$ cat config.mk
export PLATFORM = sky130hd
export DESIGN_NAME = shift_seq_ctrl
export DESIGN_NICKNAME = d
export VERILOG_FILES = /design/src/rtl/shift_seq_ctrl.sv
export SDC_FILE = /design/constraint.sdc
export NUM_CORES = 1
export LEC_CHECK = 0
export CAP_MARGIN = 0
export CORE_ASPECT_RATIO = 1.4
export CORE_UTILIZATION = 43
export CTS_BUF_LIST = sky130_fd_sc_hd__clkbuf_8
export DETAILED_ROUTE_END_ITERATION = 8
export GPL_TIMING_DRIVEN = 0
export PLACE_DENSITY_LB_ADDON = 0.3
export SLEW_MARGIN = 20
export SYNTH_ARGS = -nofsm -noshare
export SYNTH_HDL_FRONTEND = slang
export SYNTH_SLANG_ARGS = --single-unit
$ cat constraint.sdc
create_clock -name i_clk -period 3.3 [get_ports i_clk]
set_clock_uncertainty 0.15 [all_clocks]
set_input_delay 0.33 -clock i_clk [delete_from_list [all_inputs] [get_ports i_clk]]
set_output_delay 0.33 -clock i_clk [all_outputs]
set_load 0.02 [all_outputs]
$ cat src/rtl/shift_seq_ctrl.sv
// Sequencer for the shift_reg LED datapath: loads a seed, then issues
// a programmed number of hold/left/right/bounce steps at a divided tick.
//
// Ports:
//   i_clk, i_reset       clock, synchronous active-high reset
//   i_start, i_abort     run request (IDLE only), early stop (RUN only)
//   i_mode               00 hold, 01 left, 10 right, 11 bounce
//   i_seed, i_steps      load value and number of shift steps
//   i_sr_q               shift_reg output, drives bounce reversal
//   o_busy, o_done       LOAD/RUN flag, end-of-run pulse
//   o_sr_*               shift_reg ce/we/shift/data controls
//   o_step_count         steps issued in current/last run
module shift_seq_ctrl #(
  parameter int WIDTH    = 8,
  parameter int TICK_DIV = 4096,
  parameter int CNT_W    = 8
) (
  input  logic             i_clk,
  input  logic             i_reset,
  input  logic             i_start,
  input  logic             i_abort,
  input  logic [1:0]       i_mode,
  input  logic [WIDTH-1:0] i_seed,
  input  logic [CNT_W-1:0] i_steps,
  input  logic [WIDTH-1:0] i_sr_q,
  output logic             o_busy,
  output logic             o_done,
  output logic             o_sr_ce,
  output logic             o_sr_we,
  output logic             o_sr_shift_left,
  output logic             o_sr_shift_right,
  output logic [WIDTH-1:0] o_sr_data,
  output logic [CNT_W-1:0] o_step_count
);

  localparam int TW = $clog2(TICK_DIV);
  localparam logic [TW-1:0] TICK_LAST =
    TW'(TICK_DIV - 1);

  typedef enum logic [1:0] {
    S_IDLE,
    S_LOAD,
    S_RUN,
    S_DONE
  } state_t;

  state_t state;
  state_t state_nx;

  logic [1:0]       mode;
  logic [WIDTH-1:0] seed;
  logic [CNT_W-1:0] remain;
  logic [CNT_W-1:0] step_cnt;
  logic [TW-1:0]    tick;
  logic             dir_right;

  logic step;
  logic last_step;
  logic bounce_right;
  logic go_left;
  logic go_right;

  // Only the end bits of i_sr_q steer the bounce.
  logic unused_sr;
  assign unused_sr = ^i_sr_q;

  assign step = (state == S_RUN) &&
                (tick == TICK_LAST);
  assign last_step = step &&
                     (remain == CNT_W'(1));

  // Reverse when the lit bit sits at the end
  // we are heading toward; this step already
  // moves the new way.
  always_comb begin
    bounce_right = dir_right;
    if (!dir_right && i_sr_q[WIDTH-1])
      bounce_right = 1'b1;
    else if (dir_right && i_sr_q[0])
      bounce_right = 1'b0;
  end

  always_comb begin
    go_left  = 1'b0;
    go_right = 1'b0;
    unique case (1'b1)
      mode == 2'b01: go_left = 1'b1;
      mode == 2'b10: go_right = 1'b1;
      mode == 2'b11: begin
        go_left  = !bounce_right;
        go_right = bounce_right;
      end
      default: ;
    endcase
  end

  always_ff @(posedge i_clk) begin
    if (i_reset)
      state <= S_IDLE;
    else
      state <= state_nx;
  end

  always_comb begin
    state_nx = state;
    unique case (state)
      S_IDLE:
        if (i_start)
          state_nx = S_LOAD;
      S_LOAD:
        state_nx = (remain == '0) ?
                   S_DONE : S_RUN;
      S_RUN:
        if (i_abort || last_step)
          state_nx = S_DONE;
      S_DONE:
        state_nx = S_IDLE;
      default:
        state_nx = S_IDLE;
    endcase
  end

  always_ff @(posedge i_clk) begin
    if (i_reset) begin
      mode      <= '0;
      seed      <= '0;
      remain    <= '0;
      step_cnt  <= '0;
      tick      <= '0;
      dir_right <= 1'b0;
    end else begin
      case (state)
        S_IDLE: begin
          if (i_start) begin
            mode      <= i_mode;
            seed      <= i_seed;
            remain    <= i_steps;
            step_cnt  <= '0;
            dir_right <= 1'b0;
          end
        end
        S_LOAD: begin
          tick <= '0;
        end
        S_RUN: begin
          tick <= step ? '0 : tick + 1'b1;
          if (step) begin
            remain   <= remain - 1'b1;
            step_cnt <= step_cnt + 1'b1;
            if (mode == 2'b11)
              dir_right <= bounce_right;
          end
        end
        default: ;
      endcase
    end
  end

  always_comb begin
    o_busy           = 1'b0;
    o_done           = 1'b0;
    o_sr_ce          = 1'b0;
    o_sr_we          = 1'b0;
    o_sr_shift_left  = 1'b0;
    o_sr_shift_right = 1'b0;
    o_sr_data        = '0;
    case (state)
      S_LOAD: begin
        o_busy    = 1'b1;
        o_sr_ce   = 1'b1;
        o_sr_we   = 1'b1;
        o_sr_data = seed;
      end
      S_RUN: begin
        o_busy           = 1'b1;
        o_sr_ce          = step;
        o_sr_shift_left  = step && go_left;
        o_sr_shift_right = step && go_right;
      end
      S_DONE: begin
        o_done = 1'b1;
      end
      default: ;
    endcase
  end

  assign o_step_count = step_cnt;

endmodule

==> impl_metrics.json, run 1 <==
{
  "status": "completed",
  "rows": 30,
  "dpl_cell_area_um2": 2779,
  "worstPathRequired_ns": 2.82,
  "fin_crit_sh_pct": 85.67,
  "worst_skew_pair.late_latency_ns": 0.30,
  "io_pins": 52,
  "wl_per_cell_um": 14.17,
  "cts_max_level": 2,
  "fmax_mhz": 353.7,
  "dp_hpwl_mm": 4.017,
  "met1_usage_pct": 24.72,
  "cts_root_buffer": "clkbuf_8",
  "hold_viol": 0,
  "worstRegToRegCells": 8,
  "yosysSeqAreaShare_pct": 36.51,
  "holdBufCountCts": 0,
  "die_width_um": 63.12,
  "hold_depth": 2,
  "routed_wl_mm": 5.511,
  "synth_edf_count": 0,
  "drtAntennaViolNets": 0,
  "dr.pass1.iters": 4,
  "synthTopCellsByArea": "dfxtp_1, nand2_1, ha_1, a21oi_1, nor2_1",
  "grt_start_max_net_pins": 14,
  "worst_hold_startpoint": "seed[4]",
  "syn2layout_area_growth_pct": 27.88,
  "initial_utilization_pct": 45.38,
  "clockBufferDepth": 2,
  "ys.flop_type": "dfxtp_1",
  "gr-total-overflow": 0,
  "globalRouteTotalUtil_pct": 21.42,
  "synth_top_area_share_pct": 36.51,
  "place_congestion": 0.8473,
  "power_density_nw_per_um2": 624.0,
  "numPortBuffers": 45,
  "dieArea_um2": 5526,
  "reg2reg_from": "state[0]",
  "p_leak_nw": 1.028,
  "vias": 2156,
  "synth_area_um2": 2248,
  "ys_async_sr_fraction_pct": 0,
  "start_kind": "flip-flop",
  "r2r_slack_ns": 0.82,
  "synth_common_cells": "dfxtp_1, nand2_1, a21oi_1, nor2_1, nand3_1",
  "cts_sinks": 41,
  "cts_setup_buffers": 0,
  "critical-path-max-stage-delay_ns": 0.63,
  "numCtsBuffers": 5,
  "tns_ns": 0,
  "cp-end-kind": "output pin",
  "met3_usage_pct": 4.818,
  "grt_pass1_wl_mm": 9.252,
  "cts.reportedPaths.clkPinSlew_ns": 0.08,
  "crit_fanout": 10,
  "drv_cap": 0,
  "worstMarginPinSlew_ns": 0.6382,
  "yosysUniqueCellTypes": 51,
  "critical_path_class": "flip-flop to output pin",
  "die_y_um": 87.56,
  "antenna_found_initial": 0,
  "viasPerCell": 5.542,
  "peakVddDrop_mv": 0.3826,
  "syn_inst": 272,
  "worst_slack_ns": 0.4729,
  "route.detailed.drc": 0,
  "num_antenna_cells": 0,
  "synth-seq-cells": 41,
  "cpMaxStageDelayCell": "clkdlybuf4s50_1",
  "grt_pass1_vias": 2017,
  "max-slew-margin-rel_pct": 57.30,
  "arrival_ns": 2.35,
  "grt_busiest_layer": "met2",
  "grtUsageMet2_pct": 38.42,
  "hold_path_class": "flip-flop to flip-flop",
  "dp_slack_ns": 0.7892,
  "final_area_um2": 2875,
  "synth_top_area_cell": "dfxtp_1",
  "nFillCells": 500,
  "coreArea_um2": 4955,
  "fin_nets": 363,
  "syn_area_per_cell_um2": 8.266,
  "min_to": "seed[4]",
  "final_util_pct": 58.03,
  "cp_cell_sequence": "inv_1 -> ha_1 -> clkbuf_1 -> inv_1 -> a21oi_1 -> clkdlybuf4s50_1",
  "ctsResizeCount": 0,
  "setup_viol": 0,
  "r2r-end": "o_step_count[6]",
  "report.final.slew_viol_count": 0,
  "synth_nets": 311,
  "drt_iter0_drc": 74,
  "cpMostUsedCell": "inv_1",
  "ys_warn_count": 0,
  "cts_tree": "yes",
  "drive_gt1_share_pct": 5.231,
  "period_minus_slack_ns": 2.827,
  "rsz0062_at_grt": "no"
}
## registers in the layout (all words and copies together) (netlist names)
register and count:
o_step_count 8, state 2, seed 8, dir_right 1
tick 12, mode 2, remain 8
## layer usage
layer / vias up / share of wire (%)
met3: 7 / 4.3
met4: 0 / 1.5
met2: 57 / 50
met5: - / 0
met1: 998 / 44
li1: 1094 / -
## through the flow
step | power [mW] | std cells | hold WS, ns
final | 1.794 | 389 | 0.3012
after floorplan | 1.197 | 272 | 0.2817
after CTS | 1.804 | 389 | 0.3046
after detailed placement | 1.451 | 381 | 0.2946
after global placement | 1.442 | 381 | 0.2877
after global routing | 1.919 | 389 | 0.3231
## worst max path at each step
| stage | startpoint | to | slack [ns] |
|---|---|---|---|
| finish | state[1] | o_sr_ce | 0.47 |
| global route | state[1] | o_sr_ce | 0.28 |
| detailed placement | state[0] | o_sr_shift_right | 0.79 |
| CTS | state[0] | o_sr_shift_right | 0.45 |
| floorplan | tick[0] | o_step_count[6] | 1.19 |
| global placement | state[0] | o_sr_shift_right | 0.79 |
## cell type report
cell class                 instances  area, µm²  area share (%)
buffer                            13      53.80           1.871
clock buffer                       6      82.58           2.872
clock inverter                     2      13.76          0.4787
inverter                          12      45.04           1.567
multi-input combinational        206       1329           46.21
sequential                        41      820.8           28.55
tap                               64      80.08           2.785
timing repair buffer              45      450.4           15.67
## placed cells by master, fill, tap and decap left out, types with 2 or more instances in the layout
cell,netlist,final
o32ai_1,5,5
nand2b_1,2,2
or4_1,2,2
ha_1,9,9
clkbuf_1,8,8
nand4_4,2,2
buf_2,3,3
o21ai_0,3,3
nor3_1,6,6
o31ai_1,6,6
nand4_1,3,3
inv_1,11,11
a221oi_1,3,3
mux2i_1,5,5
a21o_1,2,2
a211oi_1,3,3
o2111ai_1,4,4
dfxtp_1,41,41
clkbuf_8,0,6
clkdlybuf4s50_1,0,45
and3_1,2,2
nor2_1,18,18
or3_1,7,7
a21oi_1,22,22
nor4_1,4,4
xor2_1,3,3
xnor2_1,7,7
nand2_1,41,41
nor4b_1,2,2
a2bb2oi_1,3,3
nand3_1,13,13
o211ai_1,2,2
and2_1,10,10
## power breakdown
part           total [mW]  switching [mW]  internal [mW]
sequential          0.630          0.0655          0.564
clock               0.348           0.179          0.170
combinational       0.816           0.496          0.320
## worst max-delay path: cells and delay by family (launching register included)
family / cells / cell delay [ns]
buffers and inverters: 4 / 1.22
adder cells (fa/ha/maj): 1 / 0.31
flip-flops: 1 / 0.39
AO/OA/AOI/OAI: 1 / 0.14
## logic make-up (layout without fill, tap and decap cells)
| logic type | count (synthesis) | in the layout | synth area share [%] |
|---|---|---|---|
| AND/OR/NAND/NOR | 118 | 118 | 27.99 |
| AO/OA/AOI/OAI | 64 | 64 | 19.98 |
| flip-flops | 41 | 41 | 36.51 |
| buffers and inverters | 25 | 78 | 4.396 |
| XOR/XNOR | 10 | 10 | 3.896 |
| adder cells (fa/ha/maj) | 9 | 9 | 5.008 |
| multiplexers | 5 | 5 | 2.226 |
Note: power is estimated with default switching activity, not from simulation.
==> inputs of run 2 (changes only) <==
ABC_AREA = 1   (was not set)
GPL_ROUTABILITY_DRIVEN = 0   (was not set)
MAX_ROUTING_LAYER = met4   (was not set)
==> run 2 against run 1 <==
Sequential cell count did not move; utilization is 0.54 points higher; worst hold slack improved by 0.014 ns; cell count is 17% higher; highest routed layer unchanged; global-route usage down 0.41 points; design area up 0.17%; via count increased by 2.2%; clock power up 20%; largest cell class unchanged; register-to-register slack improved by 0.35 ns; critical path depth unchanged.
==> impl_metrics.json, run 2 <==
{
  "holdBufCountCts": 0,
  "cts_setup_buffers": 0,
  "fin_hold_ws_ns": 0.3153,
  "dieArea_um2": 5514,
  "io_pins": 52,
  "cts_max_level": 2,
  "worst_skew_pair.late_latency_ns": 0.29,
  "viasPerCell": 4.823,
  "cp-end-kind": "output pin",
  "dp_hpwl_mm": 3.920,
  "crit_fanout": 10,
  "synth_area_um2": 2243,
  "r2r_slack_ns": 1.17,
  "synth_top_area_cell": "dfxtp_1",
  "syn2layout_area_growth_pct": 28.39,
  "grt_pass1_vias": 2160,
  "peakVddDrop_mv": 0.3767,
  "status": "completed",
  "r2r-end": "tick[8]",
  "synth_common_cells": "nand2_1, nor2_1, dfxtp_1, inv_1, o21ai_0",
  "setup_viol": 0,
  "grt_pass1_wl_mm": 8.894,
  "synth_nets": 380,
  "die_width_um": 63.05,
  "rsz0062_at_grt": "no",
  "final_cell_mix": "nand2_1, nor2_1, clkdlybuf4s50_1",
  "num_antenna_cells": 0,
  "p_leak_nw": 1.200,
  "initial_utilization_pct": 45.62,
  "syn_inst": 341,
  "syn_area_per_cell_um2": 6.579,
  "route.detailed.drc": 0,
  "largest_reg_flops": 12,
  "crit_start": "state[0]",
  "gr-total-overflow": 0,
  "rows": 30,
  "worst_hold_startpoint": "i_reset",
  "coreArea_um2": 4917,
  "synth_top_area_share_pct": 36.59,
  "critical-path-max-stage-delay_ns": 0.61,
  "synth-seq-cells": 41,
  "yosysUniqueCellTypes": 28,
  "ys_async_sr_fraction_pct": 0,
  "critical_path_class": "flip-flop to output pin",
  "cts.reportedPaths.clkPinSlew_ns": 0.08,
  "nFillCells": 490,
  "worstMarginPinSlew_ns": 0.4865,
  "ys.flop_type": "dfxtp_1",
  "fin_crit_sh_pct": 82.54,
  "worstPathRequired_ns": 2.82,
  "fin_total_pwr_mw": 2.004,
  "dr.pass1.iters": 4,
  "ctsResizeCount": 0,
  "routed_wl_mm": 5.167,
  "antenna_found_initial": 0,
  "die_y_um": 87.47,
  "worstRegToRegCells": 8,
  "start_kind": "flip-flop",
  "drtAntennaViolNets": 0,
  "max-slew-margin-rel_pct": 67.56,
  "ys_warn_count": 0,
  "hold_path_class": "primary input to flip-flop",
  "drv_cap": 0,
  "regMostFlops": "tick",
  "grt_start_max_net_pins": 13,
  "period_minus_slack_ns": 2.724,
  "wl_per_cell_um": 11.31,
  "hold_depth": 2,
  "numCtsBuffers": 5,
  "reg2reg_from": "state[0]",
  "final_util_pct": 58.58,
  "numPortBuffers": 44,
  "fmax_mhz": 367.1,
  "yosysSeqAreaShare_pct": 36.59,
  "globalRouteTotalUtil_pct": 21.01,
  "cp_cell_sequence": "inv_1 -> ha_1 -> buf_2 -> nand4_1 -> a21oi_1 -> clkdlybuf4s50_1",
  "synthTopCellsByArea": "dfxtp_1, nand2_1, nor2_1, o21ai_0, inv_1",
  "yosysMostFrequentCell": "nand2_1",
  "min_to": "remain[4]",
  "cts_tree": "yes",
  "hold_viol": 0,
  "cts_sinks": 41,
  "cpMaxStageDelayCell": "clkdlybuf4s50_1",
  "fin_nets": 431,
  "drive_gt1_share_pct": 5.598,
  "synth_edf_count": 0,
  "tns_ns": 0,
  "final_common_cell": "nand2_1",
  "cts_root_buffer": "clkbuf_8",
  "report.final.slew_viol_count": 0,
  "clockBufferDepth": 2,
  "arrival_ns": 2.24,
  "vias": 2204,
  "power_density_nw_per_um2": 695.9,
  "drt_iter0_drc": 79
}
run 2: worst max-delay path by stage:
stage                          to  slack (ns)  depth (start not counted)
after CTS                 o_sr_ce        0.55                          6
final                     o_sr_ce        0.58                          6
after floorplan           tick[8]        1.32                          8
after global routing      o_sr_ce        0.40                          6
after detailed placement  o_sr_ce        0.88                          6
after global placement    o_sr_ce        0.89                          6
run 2: through the flow:
stage | setup slack, ns | instance area (µm²) | instances
2_1_floorplan | 1.318 | 2243 | 341
3_3_place_gp | 0.8880 | 2764 | 449
3_5_place_dp | 0.8779 | 2764 | 449
4_1_cts | 0.5506 | 2880 | 457
5_1_grt | 0.3982 | 2880 | 457
6_report | 0.5762 | 2880 | 457
run 2: where the power goes:
group | internal (mW) | switching [mW] | total (mW)
registers | 0.591 | 0.0693 | 0.660
logic | 0.353 | 0.573 | 0.926
clock network | 0.244 | 0.174 | 0.418
run 2: area by class of cell:
| type | instances | area, µm² | share of cell area (%) |
|---|---|---|---|
| buffer | 10 | 58.81 | 2.042 |
| clock buffer | 6 | 82.58 | 2.867 |
| multi-input combinational | 247 | 1202 | 41.75 |
| tap | 64 | 80.08 | 2.780 |
| timing repair buffer | 44 | 440.4 | 15.29 |
| clock inverter | 2 | 33.78 | 1.173 |
| inverter | 43 | 161.4 | 5.604 |
| sequential | 41 | 820.8 | 28.50 |
run 2: kinds of logic after synthesis:
logic type               share of synthesized area [%]
XOR/XNOR                                         2.733
adder cells (fa/ha/maj)                          5.020
flip-flops                                       36.59
buffers and inverters                            9.815
AND/OR/NAND/NOR                                  33.41
AO/OA/AOI/OAI                                    12.44
run 2: worst max-delay path, delay by kind of cell, from the launching register on:
family	cells	cell delay (ns)
flip-flops	1	0.36
buffers and inverters	3	0.98
adder cells (fa/ha/maj)	1	0.26
AO/OA/AOI/OAI	1	0.17
AND/OR/NAND/NOR	1	0.19
run 2: layer usage:
metal | up-vias | routed length [µm] | GRT usage, %
li1 | 1163 | - | -
met2 | 40 | 2655 | 37.83
met5 | - | 0 | -
met3 | 9 | 147 | 4.058
met1 | 992 | 2252 | 21.88
met4 | 0 | 111 | 9.725
==> inputs of run 3 (changes only) <==
clock period = 2.2 ns   (was 3.3 ns; I/O delays follow)
==> run 3 against run 2 <==
Sequential power rose by 51%; cell count did not move; power is 51% higher; global-route usage unchanged; die area is the same; routed wire length grew 0.27%; critical path type unchanged; critical endpoint is now o_sr_shift_left.
==> impl_metrics.json, run 3 (synthesis gave the netlist of run 2 again) <==
{
  "initial_utilization_pct": 45.62,
  "setup_viol": 0,
  "power_density_nw_per_um2": 1043,
  "rsz0062_at_grt": "yes",
  "viasPerCell": 4.880,
  "dp_hpwl_mm": 3.920,
  "numPortBuffers": 44,
  "fin_nets": 431,
  "rows": 30,
  "syn2layout_area_growth_pct": 28.95,
  "coreArea_um2": 4917,
  "period_minus_slack_ns": 2.076,
  "final_util_pct": 58.83,
  "route.detailed.drc": 0,
  "dr.pass1.iters": 4,
  "grt_start_max_net_pins": 13,
  "report.final.slew_viol_count": 0,
  "cp-end-kind": "output pin",
  "regMostFlops": "tick",
  "antenna_found_initial": 0,
  "placed_cells": 449,
  "fmax_mhz": 481.7,
  "routed_wl_mm": 5.181,
  "critical-path-max-stage-delay_ns": 0.35,
  "gr-total-overflow": 0,
  "dp_slack_ns": -0.1121,
  "die_width_um": 63.05,
  "final_area_um2": 2893,
  "dieArea_um2": 5514,
  "max-slew-margin-rel_pct": 67.29,
  "worstPathRequired_ns": 1.83,
  "fin_crit_sh_pct": 94.36,
  "worstMarginPinSlew_ns": 0.4907,
  "grt_pass1_vias": 2160,
  "cpMaxStageDelayCell": "dfxtp_2",
  "fin_total_pwr_mw": 3.018,
  "tns_ns": 0,
  "cts_root_buffer": "clkbuf_8",
  "final_cell_mix": "nand2_1, nor2_1, inv_1",
  "cts.reportedPaths.clkPinSlew_ns": 0.08,
  "worst_skew_pair.late_latency_ns": 0.29,
  "cts_tree": "yes",
  "cp_cell_sequence": "inv_1 -> ha_2 -> buf_6 -> nand4_1 -> nor2_1 -> clkdlybuf4s15_2",
  "peakVddDrop_mv": 0.5643,
  "fin_cells": 457,
  "critical_path_class": "flip-flop to output pin",
  "final_common_cell": "nand2_1",
  "crit_fanout": 10,
  "hold_viol": 0,
  "drt_iter0_drc": 76,
  "wl_per_cell_um": 11.34,
  "start_kind": "flip-flop",
  "holdBufCountCts": 0,
  "vias": 2230,
  "grt_pass1_wl_mm": 8.873,
  "drive_gt1_share_pct": 8.142,
  "num_antenna_cells": 0,
  "drtAntennaViolNets": 0,
  "largest_reg_flops": 12,
  "die_y_um": 87.47,
  "cts_max_level": 2,
  "fin_hold_ws_ns": 0.2083,
  "clockBufferDepth": 2,
  "cts_setup_buffers": 0,
  "io_pins": 52,
  "arrival_ns": 1.71,
  "numCtsBuffers": 5,
  "drv_cap": 0,
  "p_leak_nw": 1.240,
  "cts_sinks": 41,
  "globalRouteTotalUtil_pct": 21.01,
  "worst_slack_ns": 0.1242,
  "hold_path_class": "primary input to flip-flop",
  "dpl_cell_area_um2": 2764,
  "status": "completed"
}
==> run 3: area by class of cell <==
cell class	instances	area [µm²]
plain buffers	10	71.32
clock buffers	6	82.58
clock inverters	2	33.78
fillers	488	2024
inverters	43	161.4
multi-input cells	247	1212
flip-flops and latches	41	823.3
well taps	64	80.08
repair buffers	44	427.9
==> run 3: power breakdown <==
group | internal [mW] | total, mW | switching, mW
Combinational | 0.534 | 1.40 | 0.864
Sequential | 0.890 | 0.995 | 0.105
Clock | 0.365 | 0.626 | 0.261
==> run 3: repair_timing <==
action / 4_1_cts / 5_1_grt
setup endpoints to repair: 11 / 7
pin swaps: 0 / 3
resized for setup: 22 / 7
==> run 3: worst max-delay path, delay by kind of cell, from the launching register on <==
kind	cells	cell delay (ns)
fa+ha+maj	1	0.25
buf+inv	3	0.52
flops	1	0.35
simple gates	2	0.30
==> run 3: final timing paths <==
path              from              end  slack (ns)  cells after the start
max           state[0]  o_sr_shift_left        0.12                      6
min            i_reset        remain[4]        0.21                      2
max reg2reg   state[0]          tick[8]        0.15                      8
min reg2reg  remain[7]        remain[7]        0.33                      2
==> run 3: layer usage <==
metal / part of all wire (%) / global-route usage, % / up-vias
met5: 0 / - / -
met1: 43 / 21.81 / 1011
met2: 52 / 37.93 / 45
met3: 3.2 / 4.058 / 9
met4: 2.0 / 9.725 / 0
li1: - / - / 1165
